File: src/rtl/adder_pipe_pkg.sv
// -----------------------------------------------------------------------------
// adder_pipe_pkg
//   Constants and helpers shared by the pipelined add/subtract unit.
//   ADD_MODE / SUB_MODE : encodings of the 'sub' mode input.
//   split_ok()          : legality of a WIDTH/STAGES split. The top module
//                         calls it at elaboration and stops with an error on
//                         an illegal pair.
// -----------------------------------------------------------------------------
package adder_pipe_pkg;

  localparam logic ADD_MODE = 1'b0;
  localparam logic SUB_MODE = 1'b1;

  // A split is legal when every stage gets a whole, non-empty chunk.
  function automatic bit split_ok(input int width, input int stages);
    return (stages >= 1) && (stages <= width) && ((width % stages) == 0);
  endfunction

endpackage

File: src/rtl/adder_pipe_chunk.sv
// -----------------------------------------------------------------------------
// addbit
//   One-bit full adder cell, the building block of the ripple chains.
//   Ports: a, b, ci (inputs); s = sum bit, co = carry out (outputs).
//
// adder_chunk
//   Combinational CHUNK-bit ripple adder made of addbit cells.
//   Ports: a, b [CHUNK]  operands
//          c             carry in
//          s  [CHUNK]    sum
//          co            carry out of the chunk MSB
//          cmsb          carry into the chunk MSB (used to form signed overflow)
// -----------------------------------------------------------------------------
module addbit (
  input  logic a,
  input  logic b,
  input  logic ci,
  output logic s,
  output logic co
);

  assign s  = a ^ b ^ ci;
  assign co = (a & b) | (ci & (a ^ b));

endmodule

module adder_chunk #(
  parameter int CHUNK = 4
) (
  input  logic [CHUNK-1:0] a,
  input  logic [CHUNK-1:0] b,
  input  logic             c,
  output logic [CHUNK-1:0] s,
  output logic             co,
  output logic             cmsb
);

  // carry[i] is the carry into bit i; carry[CHUNK] leaves the chunk.
  logic [CHUNK:0] carry;

  assign carry[0] = c;

  for (genvar i = 0; i < CHUNK; i++) begin : g_bit
    addbit u_bit (
      .a  (a[i]),
      .b  (b[i]),
      .ci (carry[i]),
      .s  (s[i]),
      .co (carry[i+1])
    );
  end

  assign co   = carry[CHUNK];
  assign cmsb = carry[CHUNK-1];

endmodule

File: src/rtl/adder_pipe.sv
// -----------------------------------------------------------------------------
// adder_pipe
//   Pipelined WIDTH-bit add/subtract unit. The operands are split into STAGES
//   chunks; stage k resolves chunk k using the carry registered by stage k-1.
//   Latency STAGES cycles, throughput one beat per cycle, bubble-collapsing
//   valid/ready flow control at both ends.
// Ports:
//   clk, reset            rising-edge clock, synchronous active-high reset
//   in_valid / in_ready   input handshake (in_ready has no path from in_valid)
//   a, b [WIDTH]          operands
//   cin                   carry in, add mode only
//   sub                   0: a+b+cin, 1: a-b (a + ~b + 1, cin ignored)
//   out_valid / out_ready output handshake
//   sum [WIDTH]           result modulo 2^WIDTH (0 while out_valid is low)
//   cout                  carry out of the MSB (sub mode: 1 = no borrow)
//   overflow              signed overflow
// -----------------------------------------------------------------------------
module adder_pipe
  import adder_pipe_pkg::*;
#(
  parameter int WIDTH  = 16,
  parameter int STAGES = 4
) (
  input  logic             clk,
  input  logic             reset,
  input  logic             in_valid,
  output logic             in_ready,
  input  logic [WIDTH-1:0] a,
  input  logic [WIDTH-1:0] b,
  input  logic             cin,
  input  logic             sub,
  output logic             out_valid,
  input  logic             out_ready,
  output logic [WIDTH-1:0] sum,
  output logic             cout,
  output logic             overflow
);

  localparam int CHUNK = WIDTH / STAGES;

  if (!split_ok(WIDTH, STAGES)) begin : g_bad_split
    $error("adder_pipe: WIDTH must be a multiple of STAGES and 1 <= STAGES <= WIDTH");
  end

  // ready[k] is the load enable of stage k; ready[STAGES] is the consumer.
  logic [STAGES:0]   ready;
  logic [STAGES-1:0] valid;

  // Subtraction is folded into an add at pipeline entry.
  logic [WIDTH-1:0] b_eff;
  logic             c_eff;

  assign b_eff = (sub == SUB_MODE) ? ~b  : b;
  assign c_eff = (sub == ADD_MODE) ? cin : 1'b1;

  assign ready[STAGES] = out_ready;
  assign in_ready      = ready[0];

  for (genvar k = 0; k < STAGES; k++) begin : g_st
    // Operand bits not yet consumed when a beat enters stage k.
    localparam int SW = WIDTH - k * CHUNK;
    // Result bits already resolved once a beat leaves stage k.
    localparam int RW = (k + 1) * CHUNK;

    logic [SW-1:0]    src_a;
    logic [SW-1:0]    src_b;
    logic             src_c;
    logic             src_valid;
    logic [CHUNK-1:0] s;
    logic             co;
    logic             cmsb;

    logic             valid_q;
    logic             carry_q;
    logic [RW-1:0]    res_q;

    assign valid[k] = valid_q;
    // An empty stage can always load; a full one only if its successor moves.
    assign ready[k] = !valid_q || ready[k+1];

    adder_chunk #(.CHUNK(CHUNK)) u_chunk (
      .a    (src_a[CHUNK-1:0]),
      .b    (src_b[CHUNK-1:0]),
      .c    (src_c),
      .s    (s),
      .co   (co),
      .cmsb (cmsb)
    );

    // NOTE: sequential state uses non-blocking assignments so every stage
    // samples its predecessor's value from before the edge.
    always_ff @(posedge clk) begin
      if (reset) begin
        valid_q <= 1'b0;
      end else if (ready[k]) begin
        valid_q <= src_valid;
      end
    end

    // NOTE: only the valid bits are reset; data registers of an empty stage
    // are never observed, and the outputs are masked by out_valid.
    always_ff @(posedge clk) begin
      if (ready[k]) begin
        carry_q <= co;
      end
    end

    if (k == 0) begin : g_src
      assign src_a     = a;
      assign src_b     = b_eff;
      assign src_c     = c_eff;
      assign src_valid = in_valid;

      always_ff @(posedge clk) begin
        if (ready[k]) begin
          res_q <= s;
        end
      end
    end else begin : g_src
      assign src_a     = g_st[k-1].g_rem.a_q;
      assign src_b     = g_st[k-1].g_rem.b_q;
      assign src_c     = g_st[k-1].carry_q;
      assign src_valid = valid[k-1];

      always_ff @(posedge clk) begin
        if (ready[k]) begin
          res_q <= {s, g_st[k-1].res_q};
        end
      end
    end

    if (k < STAGES - 1) begin : g_rem
      // Upper operand bits travel with the beat until their stage is reached.
      logic [SW-CHUNK-1:0] a_q;
      logic [SW-CHUNK-1:0] b_q;
      logic                cmsb_unused;

      assign cmsb_unused = cmsb;

      always_ff @(posedge clk) begin
        if (ready[k]) begin
          a_q <= src_a[SW-1:CHUNK];
          b_q <= src_b[SW-1:CHUNK];
        end
      end
    end else begin : g_end
      // The last stage keeps the carry into the MSB to form signed overflow.
      logic cmsb_q;

      always_ff @(posedge clk) begin
        if (ready[k]) begin
          cmsb_q <= cmsb;
        end
      end
    end
  end

  assign out_valid = valid[STAGES-1];
  assign sum       = out_valid ? g_st[STAGES-1].res_q : '0;
  assign cout      = out_valid & g_st[STAGES-1].carry_q;
  assign overflow  = out_valid & (g_st[STAGES-1].g_end.cmsb_q ^ g_st[STAGES-1].carry_q);

endmodule

File: config.mk
export PLATFORM = sky130hd
export DESIGN_NAME = adder_pipe
export DESIGN_NICKNAME = d
export VERILOG_FILES = /design/src/rtl/adder_pipe_pkg.sv /design/src/rtl/adder_pipe_chunk.sv /design/src/rtl/adder_pipe.sv
export SDC_FILE = /design/constraint.sdc
export NUM_CORES = 1
export LEC_CHECK = 0
export CORE_MARGIN = 2
export CORE_UTILIZATION = 40
export DETAILED_ROUTE_END_ITERATION = 10
export HOLD_SLACK_MARGIN = 0.12
export SLEW_MARGIN = 10
export SYNTH_ARGS = -nofsm -noshare
export SYNTH_HDL_FRONTEND = slang
export SYNTH_SLANG_ARGS = --single-unit
File: constraint.sdc
create_clock -name clk -period 3 [get_ports clk]
set_clock_uncertainty 0.2 [all_clocks]
set_input_delay 0.75 -clock clk [delete_from_list [all_inputs] [get_ports clk]]
set_output_delay 0.75 -clock clk [all_outputs]
set_load 0.005 [all_outputs]
Yosys cells after proc, flatten, opt, wreduce, memory -nomap -nowiden
Index checks and enable logic that the tools add are counted.
- output and inout bits: 20
- bits of input ports: 38
- register bits: 97
- bitwise logic cells: 84
- reductions and logical operators: 8
- multiplexer cells: 3
- operator list (operator ; count):
    $and A1 B1 Y1 ; 34
    $xor A1 B1 Y1 ; 33
    $mux W16 ; 2
    $not A16 Y16 ; 1
    $or A1 B1 Y1 ; 16
    $logic_not A1 Y1 ; 4
    $logic_or A1 B1 Y1 ; 4
    $mux W1 ; 1

Logic depth before layout (Yosys ltp)
Gate-level depths: netlist of run 1.
- depth after elaboration: 11
- mapped depth: 8
- depth with buffers taken out: 8

Modules after synthesis
A second synthesis of run 1 with hierarchy kept.
- cells, all modules: 165
- area total of the unflattened synthesis: 3584.7 um^2
- modules (own cells, without submodules) (module ; seq. area each (um^2) ; area an instance (um^2) ; instances ; cells an instance):
    adder_pipe ; 2872.8 ; 3264.4 ; 1 ; 149
    addbit ; 0.0 ; 20.0 ; 16 ; 1

Least setup slack after synthesis of run 1
OpenSTA, ideal clock, no wires.
- kind: in2reg
- from: input port sub
- to: register g_st[0].res_q[3] (data pin)
- stages on the path: 8
- buffers on the path: 2
- slack: -0.251 ns
- library setup time: 0.269 ns
- data arrival time: 2.782 ns
- cells stage by stage: buf_4 -> buf_6 -> xnor2_1 -> fa_1 -> fa_1 -> fa_1 -> inv_1 -> fa_1
- word-level cells in the longest chain between the ends: 9
- elaborated cells between the ends (all ways): 16
- those cells by class: 2 x mux; 14 x bitwise
- ends and longest elaborated chain (item ; RTL line ; RTL):
    start, declared ; adder_pipe.sv:31 ; input logic sub,
    $mux W16 ; adder_pipe.sv:53 ; assign b_eff = (sub == SUB_MODE) ? ~b : b;
    $xor A1 B1 Y1 ; adder_pipe_chunk.sv:23 ; assign co = (a & b) | (ci & (a ^ b));
    $and A1 B1 Y1 ; adder_pipe_chunk.sv:23 ;
    $or A1 B1 Y1 ; adder_pipe_chunk.sv:23 ;
    $and A1 B1 Y1 ; adder_pipe_chunk.sv:23 ;
    $or A1 B1 Y1 ; adder_pipe_chunk.sv:23 ;
    $and A1 B1 Y1 ; adder_pipe_chunk.sv:23 ;
    $or A1 B1 Y1 ; adder_pipe_chunk.sv:23 ;
    $xor A1 B1 Y1 (*) ; adder_pipe_chunk.sv:22 ; assign s = a ^ b ^ ci;
    named net g_st[0].u_chunk.g_bit[3].u_bit.s ; adder_pipe_chunk.sv:18 ; output logic s,
    end signal, assigned ; adder_pipe.sv:116 ; res_q <= s;
    end, declared ; adder_pipe.sv:75 ; logic [RW-1:0] res_q;
The timed path passes the listed nets; every way through them passes the cells marked *.
A chain may end at the register's enable or synchronous reset.

Final worst setup path of run 1
Same ends and word-level chain as after synthesis.

==> results of run 1 <==
## worst reg2reg max path: cells and delay by family (launching register included)
family,cells,cell delay (ps)
fa+ha+maj,4,1370
flops,1,320
buf+inv,4,290
## report_power, final
group	switching (mW)	total [mW]	internal, mW
combinational	0.0907	0.205	0.114
clock	0.399	0.779	0.380
sequential	0.0557	1.81	1.76
## flip-flops by register name, summed over array words and instances (netlist names)
| name | cells |
|---|---|
| g_st.res_q | 40 |
| g_st.g_rem.a_q | 24 |
| g_st.g_rem.b_q | 24 |
| g_st.carry_q | 4 |
| g_st.valid_q | 3 |
| g_st.g_end.cmsb_q | 1 |
| out_valid | 1 |
## metrics by stage
| step | power [mW] | util, % | setup TNS [ps] | std cells | setup WS (ps) |
|---|---|---|---|---|---|
| after global routing | 2.93 | 50.8 | -8.99 | 389 | -8.99 |
| after CTS | 2.84 | 50.7 | 0 | 389 | 39.0 |
| after detailed placement | 2.06 | 48.7 | -971 | 373 | -538 |
| after global placement | 2.04 | 48.7 | -908 | 373 | -519 |
| final | 2.80 | 50.8 | 0 | 389 | 70.7 |
| after floorplan | 1.94 | - | -166 | 202 | -166 |
## cells in the mapped netlist (all sizes together)
master,number
a21oi,3
and2,18
buf,4
dfxtp,4
edfxtp,93
fa,16
inv,40
nand2b,2
nand3b,1
nand4b,1
nor2,1
o31ai,1
or2,1
xnor2,3
xor2,14
## final timing paths
path                                        endpoint                  from  depth (start not counted)  slack [ps]
worst min-delay path            g_st[2].g_rem.b_q[1]  g_st[1].g_rem.b_q[5]                          0         210
worst max-delay path                g_st[0].res_q[3]                   sub                          7          70
worst min register to register  g_st[2].g_rem.b_q[1]  g_st[1].g_rem.b_q[5]                          0         210
worst max register to register     g_st[3].res_q[15]       g_st[2].carry_q                          8         550
## kinds of logic (layout without fill, tap and decap cells)
logic type / after synthesis / in the layout
flip-flops: 97 / 97
AND/OR/NAND/NOR: 24 / 24
buffers and inverters: 44 / 120
XOR/XNOR: 17 / 17
AO/OA/AOI/OAI: 4 / 4
adder cells (fa/ha/maj): 16 / 16
## cell type report
class,count,area share (%)
well taps,111,2.99
clock buffers,10,2.74
multi-input cells,61,14.6
repair buffers,64,13.4
inverters,40,3.23
clock inverters,6,1.26
flip-flops and latches,97,61.8
## repair_timing
item                       CTS  global route
resized for setup            3             2
gates cloned                 0             0
setup endpoints to repair    2             1
pin swaps                    0             1
## routing by layer
metal | share of wire [%] | up-vias
met1 | 42 | 742
met4 | 2.1 | 0
met5 | 0 | -
met3 | 5.2 | 8
li1 | - | 814
met2 | 51 | 42
==> qor.yml, run 1 <==
status:
  status: "completed"
synth:
  ys_types: 17
  synthXorXnorAreaFrac_pct: 4.00
  seq_area_frac_synth_pct: 77.2
  syn-num-nets: 256
  avgSynthCellArea_um2: 18.4
  synth_top_family_by_area: "adder cells"
  ys_warn_count: 0
  yosys-top-cells-area: "edfxtp_1, fa_1, inv_1, xor2_1, and2_1"
  postSynthCellCount: 202
  synth_compound_area_share_pct: 0.740
  synth_fa_ha_area_share_pct: 8.61
  synth_top_area_share_pct: 75.1
  synth_seq_cells: 97
  synth_top_area_cell: "edfxtp_1"
  yosys.area_share.simple_pct: 4.47
  syn_area_um2: 3720
  synth.mux.area_fraction_pct: 0
placed_design:
  io_buffers: 57
  dp_hpwl_um: 3180
  postPlaceCellArea_um2: 4450
  gp_congestion: 0.698
detailed_routing:
  drt_iter0_drc: 60
  routed_wl_um: 4520
  via_per_inst: 4.13
  first_pass_iters: 4
  drtAntennaViolNets: 0
  num_vias: 1606
  drc: 0
  wl_per_cell_um: 11.6
setup_path:
  cp_max_fo: 3
  cp.required_ps: 2890
  crit_chain: "dlygate4sd2_1 > xnor2_2 > fa_2 > fa_2 > fa_1 > inv_1 > fa_1"
  crit_arrival_ps: 2820
  cp.buffers_inverters: 2
  slowest_stage: "fa_2"
  end_kind: "register"
  crit_type: "input pin to register"
  critPathTopFamily: "adder cells"
  cp-start-kind: "input pin"
  critPathMaxStageDelay_ps: 400
timing:
  holdWs_ps: 211
  final_hold_viol_count: 0
  fmax_ghz: 0.341
  setup_viol: 0
  period_share_pct: 97.6
  worst_pin_slew_ps: 374
  fin_crit_ps: 2930
  slew_viol_final: 0
  slew_headroom_pct: 75.0
final_layout:
  areaGrowthSynthToFinish_pct: 24.9
  seqCellArea_um2: 2870
  multiInputGateArea_um2: 678
  n_fill_cell: 781
  layout_commonest_cell: "edfxtp_1"
  fin_nets: 327
  final_area_um2: 4650
  n_antenna_cell: 0
  layout_common_cells: "edfxtp_1, clkdlybuf4s50_1, inv_1, and2_1"
  drive_gt1_share_pct: 9.35
floorplan:
  die_x_um: 100
  floorplan.initialDensity_pct: 40.7
  fp.coreArea_um2: 9150
  chipHeight_um: 100
  die_area_um2: 10100
  ios: 58
  rows: 35
global_routing:
  use_met2_pct: 16.2
  overflow: 0
  first_global_vias: 1630
  met1_usage_pct: 11.7
  busiest_layer: "met2"
  grt_max_degree: 30
  met3_usage_pct: 2.91
  grt_usage_pct: 9.82
  grt_pass1_wl_um: 7350
  antenna_found_initial: 0
clock_tree:
  cts_tree: "done"
  clkSinkCount: 97
  cts_hold_buf: 0
  cts_setup_buffers: 0
  path_clk_slew_ps: 90
  cts_root_buf: "clkbuf_8"
  numCtsBuffers: 9
  clk_latency_ps: 340
  clk_path_buf_depth: 2
  htree_levels: 3
worst_hold_path:
  holdCritPathClass: "register to register"
run:
  drv_cap: 0
pwr:
  leakagePower_nw: 1.86
  peakVddDrop_mv: 0.210
  cellPowerDensity_nw_per_um2: 601
Note: power is estimated with default switching activity, not from simulation.
==> run 2, diff against run 1 <==
--- a/config.mk
+++ b/config.mk
@@ -7,2 +7,3 @@
 export LEC_CHECK = 0
+export ABC_AREA = 1
 export CORE_MARGIN = 2
==> constraint.sdc (replaced) <==
create_clock -name clk -period 3.15 [get_ports clk]
set_clock_uncertainty 0.2 [all_clocks]
set_input_delay 0.63 -clock clk [delete_from_list [all_inputs] [get_ports clk]]
set_output_delay 0.63 -clock clk [all_outputs]
set_load 0.005 [all_outputs]
==> qor.yml, run 2 <==
pwr:
  cellPowerDensity_nw_per_um2: 592  # -1.5%
  leakagePower_nw: 1.98  # +6.5%
  peakVddDrop_mv: 0.262  # +24%
  p_total_mw: 2.77  # -1.0%
timing:
  slew_viol_final: 0  # unchanged
  fmax_ghz: 0.340
  slew_headroom_pct: 57.6  # -17 points
  period_share_pct: 93.5
  worst_pin_slew_ps: 636  # +261 ps
  final_hold_viol_count: 0  # unchanged
  fin_crit_ps: 2940
  setup_viol: 0  # unchanged
  holdWs_ps: 217  # +5.66 ps
  rsz0062_at_grt: "false"
setup_path:
  crit_arrival_ps: 2840  # +20 ps
  critPathMaxStageDelay_ps: 420  # +20 ps
  crit_chain: "clkdlybuf4s50_1 > xnor2_1 > fa_1 > fa_1 > fa_1 > inv_1 > fa_1"
  crit_type: "input pin to register"
  cpMostUsedCell: "fa_1"
  reg2reg_setup_slack_ps: 670  # +120 ps
  timing.rr.end: "g_st[3].res_q[15]"
  r2r_cells: 8  # unchanged
  cp-start-kind: "input pin"
  slowest_stage: "clkdlybuf4s50_1"
  cp_max_fo: 1  # -2
  end_kind: "register"
  cp.required_ps: 3050  # +160 ps
  reg2reg_from: "g_st[2].carry_q"
detailed_routing:
  via_per_inst: 4.05  # -1.8%
  first_pass_iters: 4  # unchanged
  routed_wl_um: 4550  # +0.78%
  drt_iter0_drc: 73  # +22%
  drtAntennaViolNets: 0  # unchanged
  drc: 0  # unchanged
  wl_per_cell_um: 11.2  # -3.2%
  num_vias: 1642  # +2.2%
synth:
  syn_area_um2: 3740  # +0.57%
  yosys-top-cells-area: "edfxtp_1, fa_1, inv_1, xor2_1, dfxtp_1"
  synth_common_cells: "edfxtp_1, inv_1, nand2_1"
  ys_types: 18  # +1
  seq_area_frac_synth_pct: 76.8  # -0.44 points
  ys_warn_count: 0  # unchanged
  postSynthCellCount: 221  # +9.4%
  synth_seq_cells: 97  # unchanged
  synth_edf_count: 93  # unchanged
  synthArstFlopShare_pct: 0  # unchanged
  synth_top_area_cell: "edfxtp_1"
  synth_top_area_share_pct: 74.6  # -0.43 points
  avgSynthCellArea_um2: 16.9  # -8.1%
  synth.most_common_cell: "edfxtp_1"
  synthFlopType: "edfxtp_1"
  syn-num-nets: 275  # +7.4%
run:
  drv_cap: 0  # unchanged
final_layout:
  n_antenna_cell: 0  # unchanged
  largest_register_ffs: 40  # unchanged
  drive_gt1_share_pct: 8.50  # -0.85 points
  layout_commonest_cell: "edfxtp_1"
  largest-register: "g_st.res_q"
  fin_nets: 344  # +5.2%
  multiInputGateArea_um2: 611  # -10%
  layout_common_cells: "edfxtp_1, inv_1, clkdlybuf4s50_1, nand2_1, fa_1"
  seqCellArea_um2: 2870  # unchanged
  reg_top3: "g_st.res_q x40, g_st.g_rem.a_q x24, g_st.g_rem.b_q x24"
  n_fill_cell: 793  # +1.5%
  areaGrowthSynthToFinish_pct: 24.8
worst_hold_path:
  worstHoldStart: "g_st[0].g_rem.a_q[9]"
  min_to: "g_st[1].g_rem.a_q[5]"
  whs_path_depth: 0  # unchanged
  holdCritPathClass: "register to register"
clock_tree:
  clk_latency_ps: 350  # about the same
  path_clk_slew_ps: 90  # about the same
  numCtsBuffers: 9  # unchanged
  htree_levels: 3  # unchanged
  clk_path_buf_depth: 2  # unchanged
  ctsResizeCount: 0  # -3
  cts_tree: "done"
  cts_root_buf: "clkbuf_8"
  clkSinkCount: 97  # unchanged
  cts_setup_buffers: 0  # unchanged
  cts_hold_buf: 0  # unchanged
floorplan:
  chipHeight_um: 101  # +0.27%
  die_x_um: 101  # +0.27%
  floorplan.initialDensity_pct: 40.9  # +0.23 points
  die_area_um2: 10100  # +0.55%
  fp.coreArea_um2: 9150  # unchanged
  ios: 58  # unchanged
  rows: 35  # unchanged
placed_design:
  dp_hpwl_um: 3310  # +4.1%
  io_buffers: 57  # unchanged
  gp_congestion: 0.651  # -6.8%
global_routing:
  antenna_found_initial: 0  # unchanged
  grt_max_degree: 31  # +3.3%
  overflow: 0  # unchanged
  grt_pass1_wl_um: 7600  # +3.5%
  grt_usage_pct: 10.0  # +0.20 points
  met3_usage_pct: 3.26  # +0.35 points
  busiest_layer: "met2"
  use_met2_pct: 16.5  # +0.25 points
  met1_usage_pct: 11.7  # -0.036 points
  first_global_vias: 1714  # +5.2%
status:
  status: "completed"
==> run 2: report_power, final <==
part / switching, mW / internal [mW] / total [mW]
sequential: 0.0597 / 1.67 / 1.73
combinational: 0.0842 / 0.103 / 0.187
clock: 0.400 / 0.447 / 0.846
total: 0.544 / 2.22 / 2.77
==> run 2: worst max path at each step <==
stage | startpoint | to | slack [ps] | depth (start not counted)
after global routing | b[0] | g_st[0].res_q[3] | 130 | 7
after floorplan | sub | g_st[0].res_q[3] | 20 | 8
after detailed placement | sub | g_st[0].res_q[3] | -330 | 7
after global placement | sub | g_st[0].res_q[3] | -290 | 7
after CTS | sub | g_st[0].res_q[3] | 50 | 7
final | b[0] | g_st[0].res_q[3] | 210 | 7
==> run 2: logic make-up (layout without fill, tap and decap cells) <==
logic type | count (synthesis) | in the layout | share of synthesized area (%)
and+or+nand+nor | 24 | 24 | 3.24
adders and majority gates | 16 | 16 | 8.56
xor gates and xnor gates | 16 | 16 | 3.74
buffers and inverters | 63 | 136 | 6.92
DFF | 97 | 97 | 76.8
AOI/OAI and AO/OA | 5 | 5 | 0.769
==> run 2: final cells by class <==
| cell class | instances | share of cell area [%] |
|---|---|---|
| Tap cell | 111 | 2.97 |
| Clock inverter | 6 | 1.93 |
| Inverter | 59 | 4.80 |
| Timing Repair Buffer | 62 | 13.1 |
| Sequential cell | 97 | 61.5 |
| Clock buffer | 9 | 2.65 |
| Multi-Input combinational cell | 61 | 13.1 |
==> run 2: layer usage <==
layer	wire (um)	part of all wire (%)
met1	2000	44
met4	86	1.9
met3	268	5.9
met5	0	0
met2	2200	48
==> run 2: through the flow <==
step                std cells  cell area, um2  setup WS, ps  utilization, %  TNS [ps]
global placement          390            4450          -294            48.7      -294
finish                    405            4670           206            51.0         0
CTS                       405            4670          53.6            51.0         0
detailed placement        390            4450          -335            48.7      -341
floorplan                 221            3740          18.8               -         0
global route              405            4670           126            51.0         0
==> run 2: critical path, delay by kind of cell <==
kind	cells	cell delay (ps)
buf+inv	2	490
xor+xnor	1	150
fa+ha+maj	4	1570
==> run 3, diff against run 2 <==
- CAP_MARGIN: not set -> 20
- REMOVE_ABC_BUFFERS: not set -> 1
==> qor.yml, run 3 (synthesis results as in run 2) <==
status:
  status: "completed"
placed_design:
  gp_congestion: 0.700  # +7.6%
  postPlaceCellArea_um2: 4460  # +0.17%
  io_buffers: 57  # unchanged
  dp_hpwl_um: 3080  # -6.9%
clock_tree:
  htree_levels: 3  # unchanged
  cts_hold_buf: 0  # unchanged
  clkSinkCount: 97  # unchanged
  numCtsBuffers: 9  # unchanged
  clk_path_buf_depth: 2  # unchanged
  ctsResizeCount: 0  # unchanged
  path_clk_slew_ps: 100  # about the same
  clk_latency_ps: 360  # about the same
  cts_tree: "done"
  cts_root_buf: "clkbuf_8"
  cts_setup_buffers: 0  # unchanged
final_layout:
  n_antenna_cell: 0  # unchanged
  layout_common_cells: "edfxtp_1, inv_1, clkdlybuf4s50_1, nand2_1, fa_1"
  final_area_um2: 4640  # -0.64%
  largest_register_ffs: 40  # unchanged
  areaGrowthSynthToFinish_pct: 24.0
  layout_commonest_cell: "edfxtp_1"
  fin_nets: 345  # +0.29%
  n_fill_cell: 790  # -0.38%
  reg_top3: "g_st.res_q x40, g_st.g_rem.a_q x24, g_st.g_rem.b_q x24"
  largest-register: "g_st.res_q"
  drive_gt1_share_pct: 8.78  # +0.28 points
floorplan:
  chipHeight_um: 101  # unchanged
  ios: 58  # unchanged
  floorplan.initialDensity_pct: 40.9  # unchanged
  fp.coreArea_um2: 9150  # unchanged
  rows: 35  # unchanged
  die_area_um2: 10100  # unchanged
  die_x_um: 101  # unchanged
worst_hold_path:
  holdCritPathClass: "register to register"
global_routing:
  grt_usage_pct: 9.63  # -0.40 points
  overflow: 0  # unchanged
  grt_max_degree: 31  # unchanged
  grt_pass1_wl_um: 7240  # -4.8%
  antenna_found_initial: 0  # unchanged
  first_global_vias: 1648  # -3.9%
run:
  drv_cap: 0  # unchanged
timing:
  setup_viol: 0  # unchanged
  slew_viol_final: 0  # unchanged
  final_hold_viol_count: 0  # unchanged
  worst_pin_slew_ps: 596  # -40.2 ps
  slew_headroom_pct: 60.3  # +2.7 points
  setup-tns-final_ps: 0  # unchanged
  period_share_pct: 96.9  # +3.4 points
  fin_crit_ps: 3050  # +108 ps
  fmax_ghz: 0.328  # -3.5%
  rsz0062_at_grt: "false"
pwr:
  p_total_mw: 2.63  # -4.9%
  cellPowerDensity_nw_per_um2: 567  # -4.3%
  peakVddDrop_mv: 0.243  # -7.0%
  leakagePower_nw: 1.95  # -1.5%
detailed_routing:
  first_pass_iters: 4  # unchanged
  via_per_inst: 4.05  # about the same
  wl_per_cell_um: 10.6  # -5.8%
  drt_iter0_drc: 73  # unchanged
  routed_wl_um: 4310  # -5.3%
  drtAntennaViolNets: 0  # unchanged
  num_vias: 1649  # +0.43%
  drc: 0  # unchanged
setup_path:
  cp.required_ps: 3060  # about the same
  crit_arrival_ps: 2960  # +120 ps
  crit_type: "input pin to register"
  reg2reg_setup_slack_ps: 660  # about the same
  end_kind: "register"
  cp-start-kind: "input pin"
  cp_max_fo: 4  # +3
[run 3: cell count changes in the layout (fill, tap and decap cells not counted)]
cell	before	now
buf_4	5	6
inv_6	2	1
clkdlybuf4s50_1	56	57
clkinv_2	1	0
clkinv_4	0	1
clkbuf_1	0	1
clkinvlp_4	1	3
inv_8	0	1
bufinv_16	2	0
dlymetal6s2s_1	1	0
[run 3: area by class of cell]
cell class | count | area, um2 | share of cell area (%)
Clock buffer | 10 | 128 | 2.75
Clock inverter | 6 | 51.3 | 1.11
Inverter | 59 | 224 | 4.83
Multi-Input combinational cell | 61 | 611 | 13.2
Sequential cell | 97 | 2870 | 61.9
Tap cell | 111 | 139 | 2.99
Timing Repair Buffer | 63 | 616 | 13.3
[run 3: layer usage]
layer  vias to the layer above  part of all wire (%)  GRT usage (%)
li1                        848                     -              -
met1                       746                    46           11.4
met2                        45                    46           15.3
met3                        10                   5.4           2.77
met4                         0                   2.7           6.32
met5                         -                     0              0
[run 3: path summary, 6_finish.rpt]
| check | from | endpoint | cells past startpoint |
|---|---|---|---|
| setup / recovery | sub | g_st[0].res_q[3] | 7 |
| setup reg to reg | g_st[2].carry_q | g_st[3].res_q[15] | 8 |
| hold / removal | g_st[1].g_rem.b_q[4] | g_st[2].g_rem.b_q[0] | 0 |
| hold reg to reg | g_st[1].g_rem.b_q[4] | g_st[2].g_rem.b_q[0] | 0 |
[run 3: stage by stage]
stage | hold slack [ps] | instances | setup slack, ps | util (%)
6_report | 215 | 407 | 97.8 | 50.7
5_1_grt | 220 | 407 | 18.9 | 50.7
3_3_place_gp | 201 | 391 | -290 | 48.7
3_5_place_dp | 205 | 391 | -322 | 48.7
4_1_cts | 219 | 407 | 72.7 | 50.7
2_1_floorplan | 200 | 217 | 337 | -
[run 3: power breakdown]
part / switching, mW / internal [mW]
clock: 0.420 / 0.296
combinational: 0.0829 / 0.102
sequential: 0.0566 / 1.67
[run 3: critical path, stage by stage]
cell,delay [ps]
clkdlybuf4s50_1,550
xnor2_1,120
fa_1,430
fa_1,390
fa_1,360
inv_1,80
fa_1,400
